## config.mk

```make
export PLATFORM = sky130hd
export DESIGN_NAME = uart_rx
export DESIGN_NICKNAME = d
export VERILOG_FILES = /design/src/rtl/uart_pkg.sv /design/src/rtl/uart_rx_sync.sv /design/src/rtl/uart_rx.sv
export SDC_FILE = /design/constraint.sdc
export NUM_CORES = 1
export LEC_CHECK = 0
export CAP_MARGIN = 10
export CORE_MARGIN = 5
export CORE_UTILIZATION = 40
export CTS_BUF_LIST = sky130_fd_sc_hd__clkbuf_16
export DETAILED_ROUTE_END_ITERATION = 6
export DONT_BUFFER_PORTS = 1
export GPL_ROUTABILITY_DRIVEN = 0
export PLACE_DENSITY = 0.51
export SLEW_MARGIN = 25
export SYNTH_ARGS = -nofsm -noshare
export SYNTH_HDL_FRONTEND = slang
export SYNTH_SLANG_ARGS = --single-unit
```

## constraint.sdc

```tcl
create_clock -name clk -period 5 [get_ports clk]
set_input_delay 1 -clock clk [delete_from_list [all_inputs] [get_ports clk]]
set_output_delay 1 -clock clk [all_outputs]
set_load 0.01 [all_outputs]
```

## src/rtl/uart_pkg.sv

```systemverilog
// Shared UART definitions: bit-timing derivation and FSM state encodings,
// used by both the receiver and the transmitter.
package uart_pkg;

    localparam int unsigned NS_PER_S = 32'd1_000_000_000;

    typedef enum logic [1:0] {
        IDLE  = 2'd0,
        START = 2'd1,
        DATA  = 2'd2,
        STOP  = 2'd3
    } uart_state_e;

    // Clock cycles per line bit, computed from integer bit and clock periods in ns.
    function automatic int unsigned cycles_per_bit(input int unsigned bit_rate,
                                                   input int unsigned clk_hz);
        return (NS_PER_S / bit_rate) / (NS_PER_S / clk_hz);
    endfunction

    function automatic int unsigned half_bit(input int unsigned bit_rate,
                                             input int unsigned clk_hz);
        return cycles_per_bit(bit_rate, clk_hz) / 2;
    endfunction

endpackage

```

## src/rtl/uart_rx_sync.sv

```systemverilog
// Two-flop synchroniser for the asynchronous receive pin; resets to the idle
// (high) line level.
module uart_rx_sync (
    input  logic clk,
    input  logic reset,
    input  logic d,
    output logic q
);

    logic meta;

    always_ff @(posedge clk or posedge reset) begin
        if (reset) begin
            meta <= 1'b1;
            q    <= 1'b1;
        end else begin
            meta <= d;
            q    <= meta;
        end
    end

endmodule

```

## src/rtl/uart_rx.sv

```systemverilog
// UART receiver: start-edge detect, mid-bit sampling of LSB-first data, stop
// bit check, single holding register with valid/overrun/break reporting.
module uart_rx
    import uart_pkg::*;
#(
    parameter int unsigned BIT_RATE     = 9600,
    parameter int unsigned CLK_HZ       = 50_000_000,
    parameter int unsigned PAYLOAD_BITS = 8,
    parameter int unsigned STOP_BITS    = 1
) (
    input  logic                    clk,
    input  logic                    reset,
    input  logic                    uart_rxd,
    input  logic                    uart_rx_en,
    input  logic                    uart_rx_read,
    output logic                    uart_rx_valid,
    output logic [PAYLOAD_BITS-1:0] uart_rx_data,
    output logic                    uart_rx_overrun,
    output logic                    uart_rx_break
);

    localparam int unsigned CYCLES_PER_BIT = cycles_per_bit(BIT_RATE, CLK_HZ);
    localparam int unsigned HALF_BIT       = half_bit(BIT_RATE, CLK_HZ);
    localparam int unsigned CNT_W          = 1 + $clog2(CYCLES_PER_BIT);
    localparam int unsigned IDX_W          = $clog2(PAYLOAD_BITS + 1);

    uart_state_e             state, state_next;
    logic [CNT_W-1:0]        counter, counter_next;
    logic [IDX_W-1:0]        bit_idx, bit_idx_next;
    logic [PAYLOAD_BITS-1:0] shift, shift_next;
    logic [PAYLOAD_BITS-1:0] data_next;
    logic                    valid_next, overrun_next, break_next;
    logic                    rxd_s, rxd_q;
    logic                    fall_c, read_ok_c, stop_ok_c, half_done_c, bit_done_c;

    uart_rx_sync u_sync (
        .clk   (clk),
        .reset (reset),
        .d     (uart_rxd),
        .q     (rxd_s)
    );

    // A frame only starts on a genuine high-to-low transition, never on a held-low line.
    assign fall_c      = rxd_q && !rxd_s;
    assign read_ok_c   = uart_rx_read && uart_rx_valid;
    // With no stop bits configured the stop slot is not validated.
    assign stop_ok_c   = rxd_s || (STOP_BITS == 0);
    // Counter value 0 is the first cycle in a state, so N cycles end at N-1.
    assign half_done_c = (counter == CNT_W'(HALF_BIT - 1));
    assign bit_done_c  = (counter == CNT_W'(CYCLES_PER_BIT - 1));

    always_ff @(posedge clk or posedge reset) begin
        if (reset) begin
            state           <= IDLE;
            counter         <= '0;
            bit_idx         <= '0;
            shift           <= '0;
            rxd_q           <= 1'b1;
            uart_rx_data    <= '0;
            uart_rx_valid   <= 1'b0;
            uart_rx_overrun <= 1'b0;
            uart_rx_break   <= 1'b0;
        end else begin
            state           <= state_next;
            counter         <= counter_next;
            bit_idx         <= bit_idx_next;
            shift           <= shift_next;
            rxd_q           <= rxd_s;
            uart_rx_data    <= data_next;
            uart_rx_valid   <= valid_next;
            uart_rx_overrun <= overrun_next;
            uart_rx_break   <= break_next;
        end
    end

    always_comb begin
        state_next   = state;
        counter_next = counter;
        bit_idx_next = bit_idx;
        shift_next   = shift;
        data_next    = uart_rx_data;
        valid_next   = uart_rx_valid;
        overrun_next = uart_rx_overrun;
        break_next   = 1'b0;

        if (read_ok_c) begin
            valid_next   = 1'b0;
            overrun_next = 1'b0;
        end

        if (!uart_rx_en) begin
            state_next   = IDLE;
            counter_next = '0;
        end else begin
            case (state)
                IDLE: begin
                    counter_next = '0;
                    if (fall_c) begin
                        state_next = START;
                    end
                end
                START: begin
                    counter_next = counter + CNT_W'(1);
                    if (half_done_c) begin
                        counter_next = '0;
                        bit_idx_next = '0;
                        state_next   = rxd_s ? IDLE : DATA;
                    end
                end
                DATA: begin
                    counter_next = counter + CNT_W'(1);
                    if (bit_done_c) begin
                        counter_next = '0;
                        shift_next   = shift >> 1;
                        shift_next[PAYLOAD_BITS-1] = rxd_s;
                        bit_idx_next = bit_idx + IDX_W'(1);
                        if (bit_idx == IDX_W'(PAYLOAD_BITS - 1)) begin
                            state_next = STOP;
                        end
                    end
                end
                STOP: begin
                    counter_next = counter + CNT_W'(1);
                    if (bit_done_c) begin
                        counter_next = '0;
                        state_next   = IDLE;
                        if (stop_ok_c) begin
                            data_next  = shift;
                            valid_next = 1'b1;
                            if (uart_rx_valid && !uart_rx_read) begin
                                overrun_next = 1'b1;
                            end
                        end else if (shift == '0) begin
                            break_next = 1'b1;
                        end
                    end
                end
                default: begin
                    state_next   = IDLE;
                    counter_next = '0;
                end
            endcase
        end
    end

endmodule

```

==> flow_summary.ini, run 1 <==
[routing]
dr.pass1.iters = 4
wl_met2_microns = 1950
met3WireLength_microns = 166
viasPerCell = 5.42
drt_iter0_drc = 104
vias = 1296
drtAntennaViolNets = 0
routed.top_layer = met4
drc = 0
wl_microns = 3790
drt-met1-wl_microns = 1610
wl_per_cell_microns = 15.9

[critical_path]
crit_path_cell_trace = ha_1 -> or4b_4 -> nor4_1 -> nor4b_1 -> o31a_1
crit_type = register to register
worstPathArrival_ns = 2.79
startpoint_type = register
endpoint_kind = register
worstPathMaxFanout = 8
critPathRequiredTime_ns = 5.22
slowest_stage = nor4_1
max_stage_delay_ns = 0.77

[grt]
grt_pass1_vias = 1400
grt_overflow_total = 0
grt_max_degree = 26
track_usage = 0.131
grt_pass1_wl_microns = 6640
antenna_found_initial = 0

[cts]
cts_buffer_depth = 2
cts.sinks = 42
cts_buffers = 5
htreeDepth = 2
clk_latency_ns = 0.28
cts_hold_buf = 0
cts_root_buf = clkbuf_16
cts_setup_buffers = 0
path_clk_slew_ns = 0.06
cts_tree = built
cts_resized = 0

[sta]
finalWorstSetupSlack_ns = 2.43
maxSlewViolCount = 0
maxSlewHeadroom = 0.385
max_freq_mhz = 390
setup_violations = 0
worst_pin_slew_ns = 0.913
period_minus_slack_ns = 2.57
min_period_over_period = 0.513
finalSetupTns_ns = 0
hold_viol_final = 0
finClkSkew_ns = 0.00181
rsz0062_at_grt = no

[outcome]
outcome = finished, final reports clean

[power_and_ir_drop]
p_leak_nw = 1.02
power-per-cell-area_nw_per_um2 = 341
power_w = 0.000782
peakVddDrop_mv = 0.167

[die]
fp.coreArea_sq_um = 5040
pin_count = 16
die_width_microns = 81.4
num_rows = 26
die_h_microns = 81.4
die_area_sq_um = 6630
start_util = 0.405

[finish]
insertedDiodeCount = 0
fin_area_sq_um = 2290
final_net_count = 175
area_growth_syn_to_layout_pct = 12.3
drive_gt1_frac = 0.207

[hold_path]
hold_class = register to register

[placement]
portBuffers = 0
dp_hpwl_microns = 2670
placed_area_sq_um = 2100
dp_slack_ns = 2.43

[synth]
synth_warnings = 0
synth.avg_cell_area_sq_um = 12.1
synth_seq_cells = 42
synth.distinct_cells = 38
ys_seq_area_frac = 0.517
netlist_area_sq_um = 2040
syn_inst = 169
syn-num-nets = 176

[flow_run]
maxCapViolations = 0
==> through the flow <==
stage,utilization,hold slack (ns),instances
2_1_floorplan,-,0.345,169
4_1_cts,0.454,0.362,239
3_3_place_gp,0.416,0.353,231
6_report,0.454,0.359,239
5_1_grt,0.454,0.363,239
3_5_place_dp,0.416,0.354,231
==> worst max-delay path: cells and delay by family (launching register included) <==
kind	cells	cell delay, ns
AND/OR/NAND/NOR	3	1.63
flip-flops	1	0.37
adder cells (fa/ha/maj)	1	0.33
AO/OA/AOI/OAI	1	0.17
==> cells in the mapped netlist <==
cell	count	area, sq um
a21boi_0	1	7.51
a21oi_1	2	10.0
a2bb2oi_2	1	15.0
a31oi_1	1	6.26
and2_1	3	18.8
and3_1	4	25.0
and3b_1	1	8.76
and4_1	3	26.3
buf_2	1	5.00
buf_4	1	7.51
clkbuf_1	7	26.3
dfrtp_1	39	976
dfstp_2	3	78.8
ha_1	2	25.0
inv_1	5	18.8
mux2_2	16	180
mux2i_1	4	40.0
nand2_1	6	22.5
nand3_1	4	20.0
nand3_4	1	17.5
nand4_1	9	56.3
nand4b_1	2	17.5
nor2_1	2	7.51
nor2b_1	4	25.0
nor3_1	2	10.0
nor3b_1	15	113
nor4_1	2	12.5
nor4_4	2	42.5
nor4b_1	3	26.3
nor4bb_1	1	10.0
o21a_1	1	7.51
o21ai_0	4	20.0
o22ai_1	1	6.26
o31a_1	1	8.76
or4b_2	1	10.0
or4b_4	2	27.5
xnor2_1	2	17.5
xor2_1	10	87.6
==> cell usage in the layout (no fill, tap or decap), types with 2 or more instances in the layout <==
cell and instances:
and2_1 3, xnor2_1 2, nand4_1 9, nor4_4 2, dfrtp_1 39, and3_1 4
nor3_1 2, o21ai_0 4, inv_1 5, ha_1 2, nor4_1 2, or4b_4 2
nor2_1 2, dfstp_2 3, nand4b_1 2, and4_1 3, clkbuf_16 5, a21oi_1 2
nor4b_1 3, xor2_1 10, mux2_2 16, nand3_1 4, nor2b_1 4, bufinv_16 2
mux2i_1 4, nor3b_1 15, nand2_1 6
==> power breakdown <==
group,total [W],internal [W],switching (W)
logic,0.0000191,0.00000690,0.0000122
clock network,0.000415,0.000287,0.000128
registers,0.000348,0.000344,0.00000389
total,0.000782,0.000638,0.000144
==> final timing paths <==
kind                              from         endpoint  slack (ns)  cells after the start
min reg2reg                u_sync.meta         u_sync.q        0.36                      0
max reg2reg                 counter[0]         state[0]        2.43                      5
max in group asynchronous        reset         u_sync.q        3.50                      2
max                         counter[0]         state[0]        2.43                      5
min                        u_sync.meta         u_sync.q        0.36                      0
min in group asynchronous        reset  uart_rx_data[6]        0.69                      1
==> cells by family after synthesis <==
family / after synthesis / synth area share
adders and majority gates: 2 / 0.0123
buffers and inverters: 14 / 0.0282
AOI/OAI and AO/OA: 12 / 0.0399
xor gates and xnor gates: 12 / 0.0515
muxes: 20 / 0.108
DFF: 42 / 0.517
and+or+nand+nor: 67 / 0.243
==> per-layer routing <==
| layer | up-vias | GRT usage |
|---|---|---|
| li1 | 611 | - |
| met1 | 657 | 0.154 |
| met2 | 22 | 0.222 |
| met3 | 6 | 0.0329 |
| met4 | 0 | 0.0642 |
| met5 | - | 0 |
==> sequential cells by signal, indices dropped and copies added (netlist names), named ones only <==
name           flops
uart_rx_break      1
rxd_q              1
u_sync.meta        1
uart_rx_valid      1
u_sync.q           1
uart_rx_data       8
state              2
bit_idx            4
shift              8
counter           14
==> final cells by class <==
cell class | instances | area, sq um
multi-input cells | 113 | 928
inverters | 5 | 18.8
clock inverters | 3 | 68.8
flip-flops and latches | 42 | 1050
clock buffers | 5 | 125
repair buffers | 1 | 7.51
well taps | 70 | 87.6
fillers | 460 | 2750
No activity file was read; power rests on OpenSTA's default activity.
==> inputs of run 2 (changes only) <==
--- a/config.mk
+++ b/config.mk
@@ -5,6 +5,7 @@
 export SDC_FILE = /design/constraint.sdc
 export NUM_CORES = 1
 export LEC_CHECK = 0
+export ABC_AREA = 1
 export CAP_MARGIN = 10
 export CORE_MARGIN = 5
 export CORE_UTILIZATION = 40
==> constraint.sdc (replaced) <==
create_clock -name clk -period 2.4 [get_ports clk]
set_input_delay 0.48 -clock clk [delete_from_list [all_inputs] [get_ports clk]]
set_output_delay 0.48 -clock clk [all_outputs]
set_load 0.01 [all_outputs]
==> flow_summary.ini, run 2 <==
[outcome]
outcome = finished, final reports clean

[cts]
cts_buffers = 5
cts_resized = 0
cts_root_buf = clkbuf_16
cts.sinks = 42
clk_latency_ns = 0.28
htreeDepth = 2
cts_hold_buf = 0
cts_tree = built
path_clk_slew_ns = 0.06
cts_buffer_depth = 2
cts_setup_buffers = 0

[synth]
synthDominantCellAreaShare = 0.440
syn_inst = 268
synth.avg_cell_area_sq_um = 8.28
synth.distinct_cells = 31
syn-num-nets = 275
yosysMostFrequentCell = nand2_1
netlist_area_sq_um = 2220
synth_edf_count = 0
synth-compound-area-share = 0.0649
synth_warnings = 0
synth_simple_gate_area_frac = 0.345
synth_adder_area_share = 0.0113
synth_xor_area_frac = 0.0197
ys_seq_area_frac = 0.475
synthArstFlopShare = 1.00
synth_common_cells = nand2_1 (60), dfrtp_1 (39), nor2_1 (35), inv_1 (32), nand3_1 (21)
yosys.area.top_type = dfrtp_1
synth_top_family_by_area = simple AND/OR/NAND/NOR gates
synthTopCellsByArea = dfrtp_1 (44%), nand2_1 (10%), nor2_1 (5.9%), inv_1 (5.4%), nand3_1 (4.7%)
ys.flop_type = dfrtp_1
synth_seq_cells = 42
synth.area.mux_share = 0

[hold_path]
hold_class = primary input to register

[die]
die_width_microns = 84.5
die_h_microns = 84.5
fp.coreArea_sq_um = 5440
num_rows = 27
pin_count = 16
start_util = 0.408
die_area_sq_um = 7140

[finish]
layout_common_cells = nand2_1 (60), dfrtp_1 (39), nor2_1 (35)
final_net_count = 278
largest-register = counter
multi_input_area_sq_um = 977
largest_register_ffs = 14
insertedDiodeCount = 0
reg_top3 = counter x14, shift x8, uart_rx_data x8
fillers = 556
register_area_sq_um = 1050
drive_gt1_frac = 0.188
fin_area_sq_um = 2460
area_growth_syn_to_layout_pct = 10.8
final_common_cell = nand2_1

[critical_path]
worstPathArrival_ns = 1.88
endpoint_kind = register
max_stage_delay_ns = 0.46
startpoint_type = register
crit_buf_inv = 1
crit_type = register to register
crit_path_cell_trace = inv_2 -> nor2_2 -> nand2_2 -> nor3_2 -> nand3_2 -> nand2_1 -> o21ai_2
cpLargestDelayFamily = simple AND/OR/NAND/NOR gates
critPathRequiredTime_ns = 2.56
worstPathMaxFanout = 16
slowest_stage = dfrtp_1

[grt]
track_usage = 0.134
antenna_found_initial = 0
grt_pass1_wl_microns = 7710
grt_overflow_total = 0
grt_max_degree = 43
grt_pass1_vias = 1599

[sta]
max_freq_mhz = 582
rsz0062_at_grt = no
maxSlewViolCount = 0
finClkSkew_ns = 0.00461
setup_violations = 0
hold_viol_final = 0
hold_slack_ns = 0.194
period_minus_slack_ns = 1.72
min_period_over_period = 0.716
maxSlewHeadroom = 0.414
worst_pin_slew_ns = 0.878
finalSetupTns_ns = 0
finalWorstSetupSlack_ns = 0.681

[routing]
drt_iter0_drc = 107
drtAntennaViolNets = 0
drc = 0
vias = 1597
wl_microns = 4320
dr.pass1.iters = 4
wl_per_cell_microns = 12.6
viasPerCell = 4.64

[power_and_ir_drop]
peakVddDrop_mv = 0.375
power_w = 0.00193
power-per-cell-area_nw_per_um2 = 783
p_leak_nw = 1.16

[flow_run]
maxCapViolations = 0

[placement]
placed_area_sq_um = 2270
portBuffers = 0
dp_slack_ns = 0.661
dp_hpwl_microns = 3200
run 2: changes by cell type in the layout (fill, tap and decap cells not counted), moves of 7 or more:
cell	change
nor3b_1	-14
mux2_2	-16
nor2_1	+33
nand3_1	+17
nand2_1	+54
o21ai_2	+8
inv_1	+26
inv_2	+7
run 2: final timing paths:
kind,start,endpoint,slack (ns),cells past startpoint
setup / recovery,counter[4],uart_rx_data[6],0.68,7
hold / removal,uart_rxd,u_sync.meta,0.19,0
setup reg to reg,counter[4],uart_rx_data[6],0.68,7
min in group asynchronous,reset,counter[4],0.26,1
hold reg to reg,u_sync.meta,u_sync.q,0.36,0
max in group asynchronous,reset,bit_idx[2],1.58,1
run 2: stage by stage:
step	std cells	util
3_5_place_dp	336	0.417
3_3_place_gp	336	0.417
2_1_floorplan	268	-
5_1_grt	344	0.452
4_1_cts	344	0.452
6_report	344	0.452
run 2: power breakdown:
group / switching [W] / internal (W)
clock network: 0.000273 / 0.000592
logic: 0.000192 / 0.0000809
registers: 0.0000430 / 0.000746
total: 0.000507 / 0.00142
run 2: per-layer routing:
layer	routed length, microns	GRT usage	up-vias
li1	-	-	848
met1	2140	0.180	728
met2	2000	0.214	17
met3	146	0.0373	4
met4	42	0.0388	0
met5	0	0	-
run 2: cell families after synthesis:
| kind of cell | after synthesis |
|---|---|
| AOI/OAI and AO/OA | 22 |
| DFF | 42 |
| adders and majority gates | 2 |
| buffers and inverters | 43 |
| xor gates and xnor gates | 5 |
| and+or+nand+nor | 154 |
run 2: cell type report:
| class | instances | share of cell area |
|---|---|---|
| clock buffers | 5 | 0.0509 |
| clock inverters | 3 | 0.0260 |
| inverters | 39 | 0.0601 |
| multi-input cells | 183 | 0.397 |
| flip-flops and latches | 42 | 0.429 |
| well taps | 72 | 0.0366 |
==> inputs of run 3 (changes only) <==
--- a/config.mk
+++ b/config.mk
@@ -13,7 +13,7 @@
 export DETAILED_ROUTE_END_ITERATION = 6
 export DONT_BUFFER_PORTS = 1
 export GPL_ROUTABILITY_DRIVEN = 0
-export PLACE_DENSITY = 0.51
+export PLACE_DENSITY = 0.53
 export SLEW_MARGIN = 25
 export SYNTH_ARGS = -nofsm -noshare
 export SYNTH_HDL_FRONTEND = slang
==> constraint.sdc (replaced) <==
create_clock -name clk -period 1.4 [get_ports clk]
set_input_delay 0.28 -clock clk [delete_from_list [all_inputs] [get_ports clk]]
set_output_delay 0.28 -clock clk [all_outputs]
set_load 0.01 [all_outputs]
==> flow_summary.ini, run 3 (synthesis gave the netlist of run 2 again) <==
[finish]
final_net_count = 314
fin_area_sq_um = 2950
drive_gt1_frac = 0.380
largest-register = counter
register_area_sq_um = 1050
largest_register_ffs = 14
insertedDiodeCount = 0
layout_common_cells = nand2_1 (49), dfrtp_1 (39), inv_1 (29)
final_common_cell = nand2_1
fin_cells = 380
area_growth_syn_to_layout_pct = 33.1
multi_input_area_sq_um = 1150
fillers = 503
reg_top3 = counter x14, shift x8, uart_rx_data x8

[sta]
maxSlewHeadroom = 0.685
worst_pin_slew_ns = 0.472
period_minus_slack_ns = 1.47
min_period_over_period = 1.05
max_freq_mhz = 680
finalSetupTns_ns = -0.887
setup_violations = 20
finalWorstSetupSlack_ns = -0.0707
rsz0062_at_grt = yes
finClkSkew_ns = 0.00523
maxSlewViolCount = 0
hold_viol_final = 0

[die]
die_area_sq_um = 7140
num_rows = 27
pin_count = 16
die_width_microns = 84.5
fp.coreArea_sq_um = 5440
start_util = 0.408
die_h_microns = 84.5

[critical_path]
startpoint_type = register
max_stage_delay_ns = 0.39
crit_top_cell = nand2_4
cpLargestDelayFamily = simple AND/OR/NAND/NOR gates
worstPathArrival_ns = 1.64
critPathRequiredTime_ns = 1.57
crit_buf_inv = 1
endpoint_kind = register
worstPathMaxFanout = 5
slowest_stage = dfrtp_1
crit_type = register to register
crit_path_cell_trace = ha_4 -> nand2_4 -> nor2_2 -> nand2_4 -> nand2_4 -> nand2_4 -> buf_12 -> nand2_4 -> nor3_2

[grt]
track_usage = 0.149
grt_pass1_wl_microns = 8650
grt_pass1_vias = 1874
grt_overflow_total = 0
grt_max_degree = 30
antenna_found_initial = 0

[power_and_ir_drop]
pwr-share-clk = 0.407
p_seq_frac = 0.359
p_leak_nw = 1.41
peakVddDrop_mv = 0.938
switching_share = 0.289
power-per-cell-area_nw_per_um2 = 1260
p_int_w = 0.00265
power_switching_w = 0.00108
p_comb_frac = 0.233
power_w = 0.00373

[flow_run]
maxCapViolations = 0

[cts]
cts.sinks = 42
cts_root_buf = clkbuf_16
clk_latency_ns = 0.28
cts_buffer_depth = 2
htreeDepth = 2
path_clk_slew_ns = 0.06
cts_tree = built
cts_buffers = 5

[placement]
portBuffers = 0
placedCellCount = 365
dp_hpwl_microns = 3510
placed_area_sq_um = 2530

[routing]
wl_microns = 4850
drt_iter0_drc = 77
dr.pass1.iters = 4
viasPerCell = 4.74
wl_per_cell_microns = 12.8
drtAntennaViolNets = 0
vias = 1801
drc = 0

[outcome]
outcome = complete, but fails checks
violations = negative setup slack

[hold_path]
hold_class = primary input to register
==> run 3: cell types whose count changed in the layout (fill, tap and decap cells not counted), sizes merged <==
cell	previous run	this run
buf	0	32
nor2	43	44
dlygate4sd3	0	2
nand2	69	70
==> run 3: metal layers <==
| layer | part of all wire | wire length [microns] | up-vias | GRT usage |
|---|---|---|---|---|
| met5 | 0 | 0 | - | 0 |
| met4 | 0.024 | 116 | 0 | 0.0432 |
| met3 | 0.035 | 169 | 11 | 0.0393 |
| met2 | 0.48 | 2350 | 28 | 0.246 |
| met1 | 0.46 | 2210 | 831 | 0.193 |
| li1 | - | - | 931 | - |
==> run 3: path summary, 6_finish.rpt <==
path | from | endpoint | slack, ns | cells past startpoint
max | counter[0] | counter[6] | -0.07 | 9
min | uart_rx_read | uart_rx_valid | 0.07 | 1
max reg2reg | counter[0] | counter[6] | -0.07 | 9
min reg2reg | u_sync.meta | u_sync.q | 0.36 | 0
max in group asynchronous | reset | rxd_q | 0.45 | 3
min in group asynchronous | reset | counter[6] | 0.41 | 2
==> run 3: area by class of cell <==
| type | instances | share of cell area |
|---|---|---|
| inverters | 39 | 0.0513 |
| clock buffers | 5 | 0.0424 |
| flip-flops and latches | 42 | 0.357 |
| well taps | 72 | 0.0305 |
| repair buffers | 34 | 0.106 |
| multi-input cells | 185 | 0.389 |
| clock inverters | 3 | 0.0233 |
==> run 3: power groups by stage <==
stage	combinational, W	sequential [W]	clock (W)
CTS	0.000650	0.00134	0.00156
detailed placement	0.000570	0.00136	0
global route	0.000957	0.00135	0.00162
global placement	0.000572	0.00136	0
floorplan	0.000407	0.00136	0
finish	0.000871	0.00134	0.00152
==> run 3: timing repair <==
item / CTS / global route
endpoints found under the setup margin: 35 / 39
hold buffers: 2 / 0
gates cloned: 1 / 1
pin swaps: 9 / 7
endpoints found under the hold margin: 14 / 0
gates resized for setup: 18 / 24
buffers inserted: 0 / 3
==> run 3: stage by stage <==
| step | utilization | hold slack, ns | setup WS (ns) |
|---|---|---|---|
| floorplan | - | 0.284 | -0.00542 |
| global placement | 0.465 | 0.156 | -0.0489 |
| detailed placement | 0.465 | 0.153 | -0.0809 |
| CTS | 0.521 | 0.0820 | -0.0556 |
| global route | 0.543 | 0.0647 | -0.212 |
| finish | 0.543 | 0.0651 | -0.0707 |
